--- config.mk ---
export PLATFORM = sky130hd
export DESIGN_NAME = f3_window_reader
export DESIGN_NICKNAME = d
export VERILOG_FILES = /design/src/rtl/lenet_pkg.sv /design/src/rtl/f3_rd_buf.sv /design/src/rtl/f3_window_reader.sv
export SDC_FILE = /design/constraint.sdc
export NUM_CORES = 1
export LEC_CHECK = 0
export ABC_AREA = 1
export BUFFER_PORTS_ARGS = -buffer_cell sky130_fd_sc_hd__buf_2
export CAP_MARGIN = 20
export CORE_AREA = 5 5 178 180
export DETAILED_ROUTE_END_ITERATION = 16
export DIE_AREA = 0 0 183 185
export PLACE_DENSITY = 0.54
export SYNTH_ARGS = -nofsm -noshare
export SYNTH_HDL_FRONTEND = slang
export SYNTH_SLANG_ARGS = --single-unit
--- constraint.sdc ---
create_clock -name clk -period 7.25 [get_ports clk]
set_input_delay 1.45 -clock clk [delete_from_list [all_inputs] [get_ports clk]]
set_output_delay 1.45 -clock clk [all_outputs]
set_load 0.03 [all_outputs]
--- src/rtl/lenet_pkg.sv ---
// lenet_pkg: shared constants, scan FSM states and the tap tag carried alongside each RAM read.
package lenet_pkg;
  localparam int DW = 16;
  localparam int N_CH = 6;
  localparam int F3_MAP_W = 14;
  localparam int F3_MAP_H = 14;
  localparam int C3_K = 5;
  localparam int F3_AW = 8;
  localparam int C3_OUT = F3_MAP_W - C3_K + 1;
  typedef enum logic [1:0] {IDLE, RUN, DRAIN, DONE} f3_state_e;
  typedef struct packed {
    logic first;
    logic last;
    logic frame_last;
  } tap_tag_t;
endpackage

--- src/rtl/f3_rd_buf.sv ---
// f3_rd_buf: small synchronous FIFO that absorbs RAM read returns; head reads as zero when empty.
module f3_rd_buf import lenet_pkg::*; #(
  parameter int W = N_CH * DW + 3,
  parameter int DEPTH = 2
) (
  input  logic                           clk,
  input  logic                           rst,
  input  logic                           wr_en_i,
  input  logic [W-1:0]                   wr_data_i,
  input  logic                           rd_en_i,
  output logic [W-1:0]                   rd_data_o,
  output logic [$clog2(DEPTH+1)-1:0]     count_o,
  output logic                           full_o,
  output logic                           empty_o
);
  localparam int PW = DEPTH > 1 ? $clog2(DEPTH) : 1;
  localparam int CW = $clog2(DEPTH + 1);
  logic [W-1:0] mem_q [DEPTH];
  logic [PW-1:0] wp_q, rp_q;
  logic [CW-1:0] cnt_q;
  function automatic logic [PW-1:0] nxt(input logic [PW-1:0] p);
    return (p == PW'(DEPTH - 1)) ? '0 : p + 1'b1;
  endfunction
  always_ff @(posedge clk) begin
    if (rst) begin
      wp_q <= '0;
      rp_q <= '0;
      cnt_q <= '0;
    end else begin
      if (wr_en_i) wp_q <= nxt(wp_q);
      if (rd_en_i) rp_q <= nxt(rp_q);
      cnt_q <= cnt_q + CW'(wr_en_i) - CW'(rd_en_i);
    end
  end
  always_ff @(posedge clk) begin
    if (wr_en_i) mem_q[wp_q] <= wr_data_i;
  end
  assign empty_o = cnt_q == '0;
  assign full_o = cnt_q == CW'(DEPTH);
  assign count_o = cnt_q;
  assign rd_data_o = empty_o ? '0 : mem_q[rp_q];
endmodule

--- src/rtl/f3_window_reader.sv ---
// f3_window_reader: scans the six F3 maps as 5x5 stride-1 windows and streams taps over valid/ready.
// Define F3_RD_STALL_CNT_EN to add the stall_cnt backpressure counter output.
module f3_window_reader import lenet_pkg::*; #(
  parameter int MAP_W = F3_MAP_W,
  parameter int MAP_H = F3_MAP_H,
  parameter int K = C3_K,
  parameter int DW = lenet_pkg::DW,
  parameter int AW = F3_AW,
  parameter int RD_LAT = 1
) (
  input  logic                 clk,
  input  logic                 rst,
  input  logic                 start,
  output logic                 busy,
  output logic                 done,
  output logic [AW-1:0]        f3_raddr,
  input  logic [DW-1:0]        f3_1_rdata,
  input  logic [DW-1:0]        f3_2_rdata,
  input  logic [DW-1:0]        f3_3_rdata,
  input  logic [DW-1:0]        f3_4_rdata,
  input  logic [DW-1:0]        f3_5_rdata,
  input  logic [DW-1:0]        f3_6_rdata,
  output logic                 tap_valid,
  input  logic                 tap_ready,
  output logic [N_CH*DW-1:0]   tap_data,
  output logic                 tap_first,
  output logic                 tap_last,
  output logic                 frame_last
`ifdef F3_RD_STALL_CNT_EN
  ,output logic [15:0]         stall_cnt
`endif
);
  localparam int DEPTH = RD_LAT + 1;
  localparam int BW = N_CH * DW + 3;
  localparam int CNTW = $clog2(DEPTH + 1);
  localparam logic [3:0] KM1 = 4'(K - 1);
  localparam logic [3:0] CM1 = 4'(MAP_W - K);
  localparam logic [3:0] RM1 = 4'(MAP_H - K);
  localparam logic [AW-1:0] ROW_STEP = AW'(MAP_W);
  localparam logic [AW-1:0] WIN_STEP = AW'(K);
  f3_state_e st_q, st_d;
  logic [3:0] r_q, r_d, c_q, c_d, kr_q, kr_d, kc_q, kc_d;
  logic [AW-1:0] win_q, win_d, row_q, row_d, raddr_q, raddr_d;
  logic [RD_LAT-1:0] vld_q;
  tap_tag_t tag_q [RD_LAT];
  tap_tag_t iss_tag, out_tag;
  logic [CNTW-1:0] buf_cnt;
  logic buf_full, buf_empty;
  logic [BW-1:0] buf_rd;
  logic scan, issue, pop, last_pos;
  logic [7:0] used;
  assign scan = st_q == RUN || (st_q == IDLE && start);
  assign pop = tap_valid && tap_ready;
  assign used = 8'(buf_cnt) + 8'($countones(vld_q));
  // credit check: buffered plus in-flight reads must leave room, counting this cycle's pop
  assign issue = scan && (!buf_full || pop) && used < 8'(DEPTH) + 8'(pop);
  assign last_pos = kc_q == KM1 && kr_q == KM1 && c_q == CM1 && r_q == RM1;
  assign iss_tag = '{first: kr_q == '0 && kc_q == '0, last: kr_q == KM1 && kc_q == KM1, frame_last: last_pos};
  always_comb begin
    st_d = st_q;
    case (st_q)
      IDLE:    st_d = start ? RUN : IDLE;
      RUN:     st_d = (issue && last_pos) ? DRAIN : RUN;
      DRAIN:   st_d = (pop && out_tag.frame_last) ? DONE : DRAIN;
      default: st_d = IDLE;
    endcase
  end
  // the final issue wraps every counter back to zero, so IDLE always sits at address 0
  always_comb begin
    r_d = r_q;
    c_d = c_q;
    kr_d = kr_q;
    kc_d = kc_q;
    win_d = win_q;
    row_d = row_q;
    raddr_d = raddr_q;
    if (issue) begin
      if (kc_q != KM1) begin
        kc_d = kc_q + 1'b1;
        raddr_d = raddr_q + 1'b1;
      end else if (kr_q != KM1) begin
        kc_d = '0;
        kr_d = kr_q + 1'b1;
        row_d = row_q + ROW_STEP;
        raddr_d = row_q + ROW_STEP;
      end else if (c_q != CM1) begin
        kc_d = '0;
        kr_d = '0;
        c_d = c_q + 1'b1;
        win_d = win_q + 1'b1;
        row_d = win_q + 1'b1;
        raddr_d = win_q + 1'b1;
      end else if (r_q != RM1) begin
        kc_d = '0;
        kr_d = '0;
        c_d = '0;
        r_d = r_q + 1'b1;
        win_d = win_q + WIN_STEP;
        row_d = win_q + WIN_STEP;
        raddr_d = win_q + WIN_STEP;
      end else begin
        kc_d = '0;
        kr_d = '0;
        c_d = '0;
        r_d = '0;
        win_d = '0;
        row_d = '0;
        raddr_d = '0;
      end
    end
  end
  always_ff @(posedge clk) begin
    if (rst) begin
      st_q <= IDLE;
      r_q <= '0;
      c_q <= '0;
      kr_q <= '0;
      kc_q <= '0;
      win_q <= '0;
      row_q <= '0;
      raddr_q <= '0;
      vld_q <= '0;
    end else begin
      st_q <= st_d;
      r_q <= r_d;
      c_q <= c_d;
      kr_q <= kr_d;
      kc_q <= kc_d;
      win_q <= win_d;
      row_q <= row_d;
      raddr_q <= raddr_d;
      vld_q <= RD_LAT'({vld_q, issue});
    end
  end
  always_ff @(posedge clk) begin
    tag_q[0] <= iss_tag;
    for (int i = 1; i < RD_LAT; i++) tag_q[i] <= tag_q[i-1];
  end
  f3_rd_buf #(.W(BW), .DEPTH(DEPTH)) u_buf (
    .clk(clk),
    .rst(rst),
    .wr_en_i(vld_q[RD_LAT-1]),
    .wr_data_i({tag_q[RD_LAT-1], f3_6_rdata, f3_5_rdata, f3_4_rdata, f3_3_rdata, f3_2_rdata, f3_1_rdata}),
    .rd_en_i(pop),
    .rd_data_o(buf_rd),
    .count_o(buf_cnt),
    .full_o(buf_full),
    .empty_o(buf_empty)
  );
  assign out_tag = tap_tag_t'(buf_rd[BW-1 -: 3]);
  assign tap_valid = !buf_empty;
  assign tap_data = buf_rd[N_CH*DW-1:0];
  assign tap_first = out_tag.first;
  assign tap_last = out_tag.last;
  assign frame_last = out_tag.frame_last;
  assign busy = st_q == RUN || st_q == DRAIN;
  assign done = st_q == DONE;
  assign f3_raddr = raddr_q;
`ifdef F3_RD_STALL_CNT_EN
  logic [15:0] stall_q;
  always_ff @(posedge clk) begin
    if (rst || (st_q == IDLE && start)) stall_q <= '0;
    else if (tap_valid && !tap_ready && stall_q != 16'hFFFF) stall_q <= stall_q + 1'b1;
  end
  assign stall_cnt = stall_q;
`endif
endmodule

==> flow_metrics.py, run 1 <==
metrics = {
    "placement": {
        "hpwlAfterDp_mm": 16.86,
        "buffer_ports.inserted": 209,
        "globalplace.congestion": 0.8272,
    },
    "route": {
        "routed-via-count": 7428,
        "detailedRoute.firstIterationViolations": 422,
        "via_per_inst": 4.704,
        "post-route-drc-count": 0,
        "initial_drt_pass_iterations": 5,
        "route.antenna.remaining_nets": 0,
        "detail_route.wirelength_mm": 25.63,
        "routed_wire_length_per_instance_um": 16.23,
    },
    "clock_network": {
        "clkLatencyLatePin_ps": 510,
        "clock_sinks": 249,
        "cts_tree": "yes",
        "worst_setup_hold_path_clk_slew_ps": 60,
        "cts-buffers-inserted": 26,
        "postCtsHoldBufs": 0,
        "htreeDepth": 1,
        "ctsLongestPathBuffers": 3,
        "root_buffer": "sky130_fd_sc_hd__clkbuf_16",
        "buffers_inserted_by_post_cts_timing_repair": 0,
        "ctsResizeCount": 0,
    },
    "critical_path": {
        "cp.arrival_ps": 2480,
        "sequence_of_cells_on_the_critical_path": "buf_4 > nand2_1 > a21oi_1 > buf_2",
        "worst_path_max_delay_cell": "sky130_fd_sc_hd__buf_4",
        "crit_family": "buffers and inverters",
        "crit_path_max_incr_delay_ps": 730,
        "reg2reg_slack_ps": 5080,
        "worstSetupStartpointType": "flip-flop",
        "worst-path-max-fanout": 79,
        "critical_path.n_buffers_inverters": 2,
        "worstSetupEndpointType": "output pin",
        "critical_path_required_ps": 5800,
        "timing.setup.critical_path_class": "flip-flop to output pin",
    },
    "yosys": {
        "postSynthAreaPerCell_um2": 10.74,
        "yosysWarningCount": 0,
        "mappedNetlistNets": 1072,
        "netlist-cell-type-count": 31,
        "netlist_instances": 956,
        "synth-seq-area-share_pct": 67.84,
        "post_synth_instance_area_mm2": 0.01027,
        "ys_ff_latch": 249,
    },
    "sta": {
        "finalMaxSlewViolations": 0,
        "finalCritPeriodShare_pct": 54.18,
        "timing.max_slew.rel_slack_pct": 36.47,
        "worst_slew_pin_slew_ps": 952.9,
        "finalSetupTns_ps": 0,
        "worst_hold_slack_ps": 428.1,
        "hold_viol_final": 0,
        "setup_viol": 0,
        "grt_setup_unrepaired": "no",
        "worst_clock_skew_ps": 6.669,
        "max_clock_freq_mhz": 254.6,
        "final_period_minus_worst_setup_slack_ps": 3928,
    },
    "global_routing": {
        "antenna_found_initial": 0,
        "global_route.usage.met1_pct": 20.29,
        "grt_start_max_net_pins": 99,
        "use_met3_pct": 2.317,
        "grt_residual_overflow": 0,
        "grt_busiest_layer": "met2",
        "grt_pass1_vias": 7072,
        "first_pass_grt_wire_length_mm": 39.18,
        "gr-usage-met2_pct": 23.89,
        "globalRouteTotalUtil_pct": 14.40,
    },
    "die": {
        "floorplan.die.width_um": 183,
        "core-area_mm2": 0.03003,
        "die-area_mm2": 0.03386,
        "std_cell_rows": 64,
        "initial_utilization_pct": 34.20,
        "io_pins": 210,
        "die_height_um": 185,
    },
    "job": {
        "drv_cap": 0,
    },
    "final_layout": {
        "layout-drive-gt1-share_pct": 24.60,
        "layout_overhead_on_the_synthesized_area_pct": 23.21,
        "num_antenna_cells": 0,
        "nNetsFinal": 1281,
        "num-fill-cells": 2895,
    },
    "min_path": {
        "worst_hold_path_type": "flip-flop to flip-flop",
    },
    "power_and_ir_drop": {
        "max-vdd-ir-drop_v": 0.0002021,
        "power.density_mw_per_mm2": 366.5,
        "fin_total_pwr_w": 0.004637,
        "cellLeakagePower_nw": 5.153,
    },
    "run_status": {
        "run_status": "complete, no violations",
    },
}
routing by layer:
metal  part of all wire (%)  up-vias
met5                      0        -
met4                    1.3        0
met3                    5.8       26
met2                     48      199
met1                     45     3520
li1                       -     3683
area by class of cell:
class                   count  area (µm²)  share of cell area [%]
clock buffers              31       690.7                   5.459
clock inverters            15       195.2                   1.543
inverters                  66       256.5                   2.027
multi-input cells         606        2905                   22.96
flip-flops and latches    249        6970                   55.09
well taps                 396       495.5                   3.916
repair buffers            216        1139                   8.999
cell usage after synthesis:
| master | instances | area share [%] |
|---|---|---|
| sky130_fd_sc_hd__nor2_8 | 3 | 0.58 |
| sky130_fd_sc_hd__edfxtp_1 | 198 | 58 |
| sky130_fd_sc_hd__nand2_2 | 2 | 0.12 |
| sky130_fd_sc_hd__a31oi_1 | 1 | 0.061 |
| sky130_fd_sc_hd__nor2_1 | 40 | 1.5 |
| sky130_fd_sc_hd__ha_1 | 16 | 1.9 |
| sky130_fd_sc_hd__o211ai_1 | 1 | 0.073 |
| sky130_fd_sc_hd__nand3_1 | 49 | 2.4 |
| sky130_fd_sc_hd__inv_1 | 53 | 1.9 |
| sky130_fd_sc_hd__o22ai_1 | 3 | 0.18 |
| sky130_fd_sc_hd__xor2_1 | 7 | 0.60 |
| sky130_fd_sc_hd__inv_6 | 1 | 0.085 |
| sky130_fd_sc_hd__nand3b_1 | 2 | 0.15 |
| sky130_fd_sc_hd__nand2_1 | 301 | 11 |
| sky130_fd_sc_hd__buf_2 | 7 | 0.34 |
| sky130_fd_sc_hd__o21ai_0 | 23 | 1.1 |
| sky130_fd_sc_hd__buf_1 | 5 | 0.18 |
| sky130_fd_sc_hd__nor3_1 | 3 | 0.15 |
| sky130_fd_sc_hd__nand2_8 | 1 | 0.19 |
| sky130_fd_sc_hd__nor2_2 | 7 | 0.43 |
| sky130_fd_sc_hd__or2_2 | 1 | 0.061 |
| sky130_fd_sc_hd__nor2_4 | 2 | 0.22 |
| sky130_fd_sc_hd__nand3_2 | 3 | 0.29 |
| sky130_fd_sc_hd__dfxtp_1 | 51 | 9.9 |
| sky130_fd_sc_hd__a21oi_1 | 128 | 6.2 |
| sky130_fd_sc_hd__nand4_1 | 6 | 0.37 |
| sky130_fd_sc_hd__nand2_4 | 4 | 0.44 |
| sky130_fd_sc_hd__inv_2 | 12 | 0.44 |
| sky130_fd_sc_hd__buf_8 | 1 | 0.15 |
| sky130_fd_sc_hd__o21ai_1 | 3 | 0.15 |
| sky130_fd_sc_hd__clkbuf_1 | 22 | 0.80 |
per-stage QoR:
step           cells  instance area [µm²]  util [%]  worst slack, ps
2_1_floorplan    956                10270         -             2121
4_1_cts         1577                12600     41.95             3216
3_5_place_dp    1531                11710     39.00             3771
6_report        1579                12650     42.13             3322
5_1_grt         1579                12650     42.13             3128
3_3_place_gp    1531                11710     39.00             3752
cell families after synthesis:
kind of cell,share of synthesized area [%]
and+or+nand+nor,17.85
DFF,67.84
AOI/OAI and AO/OA,7.823
xor gates and xnor gates,0.5971
buffers and inverters,3.936
adders and majority gates,1.950
layout by cell type (no fill, tap or decap):
cell type	count
sky130_fd_sc_hd__dfxtp_4	1
sky130_fd_sc_hd__edfxtp_1	198
sky130_fd_sc_hd__nor2_1	39
sky130_fd_sc_hd__clkinv_1	6
sky130_fd_sc_hd__clkinv_2	4
sky130_fd_sc_hd__inv_4	1
sky130_fd_sc_hd__clkbuf_16	27
sky130_fd_sc_hd__inv_6	1
sky130_fd_sc_hd__clkbuf_1	4
sky130_fd_sc_hd__ha_1	16
sky130_fd_sc_hd__inv_2	11
sky130_fd_sc_hd__o22ai_1	3
sky130_fd_sc_hd__nor2_4	3
sky130_fd_sc_hd__a31oi_1	1
sky130_fd_sc_hd__inv_1	52
sky130_fd_sc_hd__nand2_8	1
sky130_fd_sc_hd__o21ai_0	23
sky130_fd_sc_hd__nand2_1	301
sky130_fd_sc_hd__nand3b_1	2
sky130_fd_sc_hd__or2_2	1
sky130_fd_sc_hd__dfxtp_1	50
sky130_fd_sc_hd__buf_2	209
sky130_fd_sc_hd__xor2_1	7
sky130_fd_sc_hd__nand3_2	3
sky130_fd_sc_hd__nor2_8	3
sky130_fd_sc_hd__nor3_1	3
sky130_fd_sc_hd__buf_4	5
sky130_fd_sc_hd__nand2_4	4
sky130_fd_sc_hd__o211ai_1	1
sky130_fd_sc_hd__buf_16	2
sky130_fd_sc_hd__nand3_1	49
sky130_fd_sc_hd__o21ai_1	3
sky130_fd_sc_hd__nand4_1	6
sky130_fd_sc_hd__clkinvlp_4	1
sky130_fd_sc_hd__nor2_2	7
sky130_fd_sc_hd__bufinv_16	5
sky130_fd_sc_hd__nand2_2	2
sky130_fd_sc_hd__a21oi_1	128
state kept, by name, summed over array words and instances, names as in the netlist, 2 cells and up, named ones only:
name	count
row_q	8
kc_q	4
c_q	4
r_q	4
st_q	2
kr_q	4
tag_q	3
win_q	8
u_buf.mem_q	198
u_buf.count_o	2
f3_raddr	8
power by group:
part           internal [W]  total (W)  switching (W)
registers           0.00173    0.00179      0.0000628
clock network      0.000851    0.00138       0.000525
logic              0.000355    0.00147        0.00112
total               0.00293    0.00464        0.00170
final timing paths:
| kind | start | endpoint | cells past startpoint |
|---|---|---|---|
| min | tag_q[0][0] | u_buf.mem_q[0][96] | 0 |
| max | flip-flop | tap_data[66] | 4 |
| max reg2reg | vld_q | u_buf.mem_q[1][90] | 3 |
| min reg2reg | tag_q[0][0] | u_buf.mem_q[0][96] | 0 |
Note: power is estimated with default switching activity, not from simulation.
==> run 2, diff against run 1 <==
--- a/config.mk
+++ b/config.mk
@@ -5,13 +5,13 @@
 export SDC_FILE = /design/constraint.sdc
 export NUM_CORES = 1
 export LEC_CHECK = 0
-export ABC_AREA = 1
+export ABC_AREA = 0
 export BUFFER_PORTS_ARGS = -buffer_cell sky130_fd_sc_hd__buf_2
 export CAP_MARGIN = 20
-export CORE_AREA = 5 5 178 180
+export CORE_AREA = 5 5 179 181
 export DETAILED_ROUTE_END_ITERATION = 16
-export DIE_AREA = 0 0 183 185
-export PLACE_DENSITY = 0.54
+export DIE_AREA = 0 0 184 186
+export PLACE_DENSITY = 0.55
 export SYNTH_ARGS = -nofsm -noshare
 export SYNTH_HDL_FRONTEND = slang
 export SYNTH_SLANG_ARGS = --single-unit
==> constraint.sdc (replaced) <==
create_clock -name clk -period 3.8 [get_ports clk]
set_input_delay 0.76 -clock clk [delete_from_list [all_inputs] [get_ports clk]]
set_output_delay 0.76 -clock clk [all_outputs]
set_load 0.03 [all_outputs]
==> run 2 against run 1 <==
Global-route usage fell by 0.62 points. Non-clock buffer count rose by 5. Synthesized cell count fell by 18%. Design area rose by 1.1%. Utilization rose by 0.15 points. Clock skew rose by 11 ps. Total power rose by 98%. Largest cell class unchanged. Highest routed layer unchanged.
==> flow_metrics.py, run 2 <==
metrics = {
    "die": {
        "initial_utilization_pct": 34.48,
        "die-area_mm2": 0.03422,
        "std_cell_rows": 64,
        "die_height_um": 186,
        "core-area_mm2": 0.03027,
        "io_pins": 210,
        "floorplan.die.width_um": 184,
    },
    "power_and_ir_drop": {
        "int_power_w": 0.005720,
        "power.density_mw_per_mm2": 716.1,
        "fin_total_pwr_w": 0.009164,
        "max-vdd-ir-drop_v": 0.0005557,
        "combinational_power_share_pct": 34.6,
        "p_sw_w": 0.003444,
        "sequential_power_share_pct": 38.7,
        "p_sw_share_pct": 37.58,
        "clkPwrFrac_pct": 26.8,
        "cellLeakagePower_nw": 4.677,
    },
    "route": {
        "detailedRoute.firstIterationViolations": 422,
        "detail_route.wirelength_mm": 24.78,
        "route.antenna.remaining_nets": 0,
        "initial_drt_pass_iterations": 5,
        "post-route-drc-count": 0,
        "routed-via-count": 6852,
        "via_per_inst": 4.863,
        "routed_wire_length_per_instance_um": 17.59,
    },
    "final_layout": {
        "multi_input_comb_area_mm2": 0.003249,
        "layout.cells.most_common": "sky130_fd_sc_hd__buf_2",
        "nNetsFinal": 1111,
        "layout-drive-gt1-share_pct": 26.65,
        "largest_register_ff_count": 198,
        "final_cells": 1409,
        "max_flop_register": "u_buf.mem_q",
        "num_antenna_cells": 0,
        "num-fill-cells": 2915,
        "final-seq-area_mm2": 0.006970,
        "layout_common_cells": "sky130_fd_sc_hd__buf_2 (209), sky130_fd_sc_hd__edfxtp_1 (198), sky130_fd_sc_hd__nor2_1 (122)",
        "layout_overhead_on_the_synthesized_area_pct": 22.61,
    },
    "clock_network": {
        "ctsLongestPathBuffers": 3,
        "ctsResizeCount": 0,
        "postCtsHoldBufs": 0,
        "buffers_inserted_by_post_cts_timing_repair": 0,
        "root_buffer": "sky130_fd_sc_hd__clkbuf_16",
        "cts-buffers-inserted": 27,
        "htreeDepth": 1,
        "clkLatencyLatePin_ps": 520,
        "worst_setup_hold_path_clk_slew_ps": 60,
        "clock_sinks": 249,
        "cts_tree": "yes",
    },
    "run_status": {
        "run_status": "complete, no violations",
    },
    "yosys": {
        "post_synth_instance_area_mm2": 0.01044,
        "mappedNetlistNets": 904,
        "post-synth-top-area-cell": "sky130_fd_sc_hd__edfxtp_1",
        "netlist-cell-type-count": 63,
        "synth.top_cells.by_area": "sky130_fd_sc_hd__edfxtp_1 (57%), sky130_fd_sc_hd__mux2i_1 (10%), sky130_fd_sc_hd__dfxtp_1 (9.8%), sky130_fd_sc_hd__nor2_1 (4.4%), sky130_fd_sc_hd__ha_1 (1.9%)",
        "synth_top_cells_by_count": "sky130_fd_sc_hd__edfxtp_1 (198), sky130_fd_sc_hd__nor2_1 (123), sky130_fd_sc_hd__mux2i_1 (105)",
        "postSynthAreaPerCell_um2": 13.25,
        "synth_top_area_share_pct": 56.96,
        "netlist_instances": 788,
        "synth-seq-area-share_pct": 66.75,
        "yosys_most_used_dff": "sky130_fd_sc_hd__edfxtp_1",
        "synth_top_family_by_area": "simple AND/OR/NAND/NOR gates",
        "synthMostInstantiatedCell": "sky130_fd_sc_hd__edfxtp_1",
        "synth-xor-area-share_pct": 1.678,
        "synth_enable_flop_cells": 198,
        "yosysWarningCount": 0,
        "post_synth_mux_area_share_pct": 10.07,
        "synth_compound_gate_area_share_pct": 5.394,
        "synth_fa_ha_area_share_pct": 2.110,
        "postSynth.asyncResetShare_pct": 0,
        "ys_ff_latch": 249,
        "synthSimpleGateAreaFrac_pct": 11.65,
    },
    "global_routing": {
        "grt_pass1_vias": 6762,
        "antenna_found_initial": 0,
        "first_pass_grt_wire_length_mm": 37.74,
        "globalRouteTotalUtil_pct": 13.78,
        "grt_start_max_net_pins": 100,
        "grt_residual_overflow": 0,
    },
    "sta": {
        "final_period_minus_worst_setup_slack_ps": 2905,
        "hold_viol_final": 0,
        "setup_viol": 0,
        "grt_setup_unrepaired": "no",
        "finalSetupTns_ps": 0,
        "finalCritPeriodShare_pct": 76.45,
        "timing.max_slew.rel_slack_pct": 46.74,
        "worst_clock_skew_ps": 17.20,
        "worst_slew_pin_slew_ps": 799.0,
        "worst_hold_slack_ps": 426.3,
        "max_clock_freq_mhz": 344.2,
        "finalMaxSlewViolations": 0,
        "final_critical_path_setup_slack_ps": 895.1,
    },
    "critical_path": {
        "critical_path_required_ps": 3040,
        "worstSetupStartpointType": "flip-flop",
        "rr_endpoint": "win_q[5]",
        "timing.setup.critical_path_class": "flip-flop to output pin",
        "r2r.worst_path.cells": 8,
        "worstSetupEndpointType": "output pin",
        "reg2reg_from": "u_buf.count_o[0]",
        "reg2reg_slack_ps": 1170,
        "worst-path-max-fanout": 39,
        "setup.worst_path.end": "tap_data[80]",
        "cp.arrival_ps": 2140,
    },
    "placement": {
        "buffer_ports.inserted": 209,
        "globalplace.congestion": 0.8122,
        "post-place-cells": 1362,
        "place_worst_setup_slack_ps": 1139,
        "hpwlAfterDp_mm": 16.57,
    },
    "job": {
        "drv_cap": 0,
    },
    "min_path": {
        "worst_hold_path_type": "primary input to flip-flop",
    },
}
==> run 2: cell types whose count changed after synthesis, moves of 29 or more <==
cell	delta
sky130_fd_sc_hd__a21oi_1	-99
sky130_fd_sc_hd__nand3_1	-29
sky130_fd_sc_hd__inv_1	-36
sky130_fd_sc_hd__nor2_1	+83
sky130_fd_sc_hd__nand2_1	-273
sky130_fd_sc_hd__mux2i_1	+105
==> run 2: how the worst min path moves through the flow <==
stage              startpoint  cells past startpoint                  to
2_1_floorplan     tag_q[0][0]                      0  u_buf.mem_q[0][96]
3_3_place_gp      tag_q[0][0]                      0  u_buf.mem_q[0][96]
3_5_place_dp      tag_q[0][0]                      0  u_buf.mem_q[0][96]
4_1_cts        f3_1_rdata[12]                      1  u_buf.mem_q[1][12]
5_1_grt        f3_2_rdata[12]                      1  u_buf.mem_q[1][28]
6_report        f3_2_rdata[0]                      1  u_buf.mem_q[0][16]
==> run 2: metal layers <==
metal | GRT usage, % | part of all wire [%] | routed length, µm | vias up
li1 | - | - | - | 3321
met1 | 19.12 | 45 | 11190 | 3315
met2 | 22.93 | 47 | 11540 | 190
met3 | 2.541 | 6.8 | 1689 | 26
met4 | 2.603 | 1.4 | 353 | 0
met5 | 0 | 0 | 0 | -
==> run 2: logic make-up after synthesis <==
group / count (synthesis)
flip-flops: 249
buffers and inverters: 60
multiplexers: 105
XOR/XNOR: 20
adder cells (fa/ha/maj): 18
AND/OR/NAND/NOR: 250
AO/OA/AOI/OAI: 86
==> run 2: cell type report <==
class	count	area share, %
Timing Repair Buffer	221	9.366
Tap cell	396	3.872
Sequential cell	249	54.47
Multi-Input combinational cell	479	25.39
Clock buffer	33	5.456
Clock inverter	14	0.9484
Inverter	17	0.4986
==> run 2: metrics by stage <==
stage	util [%]	area (µm²)
floorplan	-	10440
global placement	39.57	11980
detailed placement	39.57	11980
CTS	42.28	12800
global route	42.28	12800
finish	42.28	12800
==> run 2: power by group through the flow <==
stage / registers [W] / logic, W / clock network [W]
after floorplan: 0.00355 / 0.00222 / 0
after global placement: 0.00359 / 0.00322 / 0
after detailed placement: 0.00361 / 0.00322 / 0
after CTS: 0.00355 / 0.00323 / 0.00253
after global routing: 0.00359 / 0.00340 / 0.00265
final: 0.00354 / 0.00317 / 0.00245
==> run 2: worst max-delay path, stage by stage, from the launching register on <==
cell and delay (ps):
sky130_fd_sc_hd__dfxtp_4 680, sky130_fd_sc_hd__buf_12 350, sky130_fd_sc_hd__mux2i_1 250, sky130_fd_sc_hd__nor2_1 80, sky130_fd_sc_hd__buf_2 210
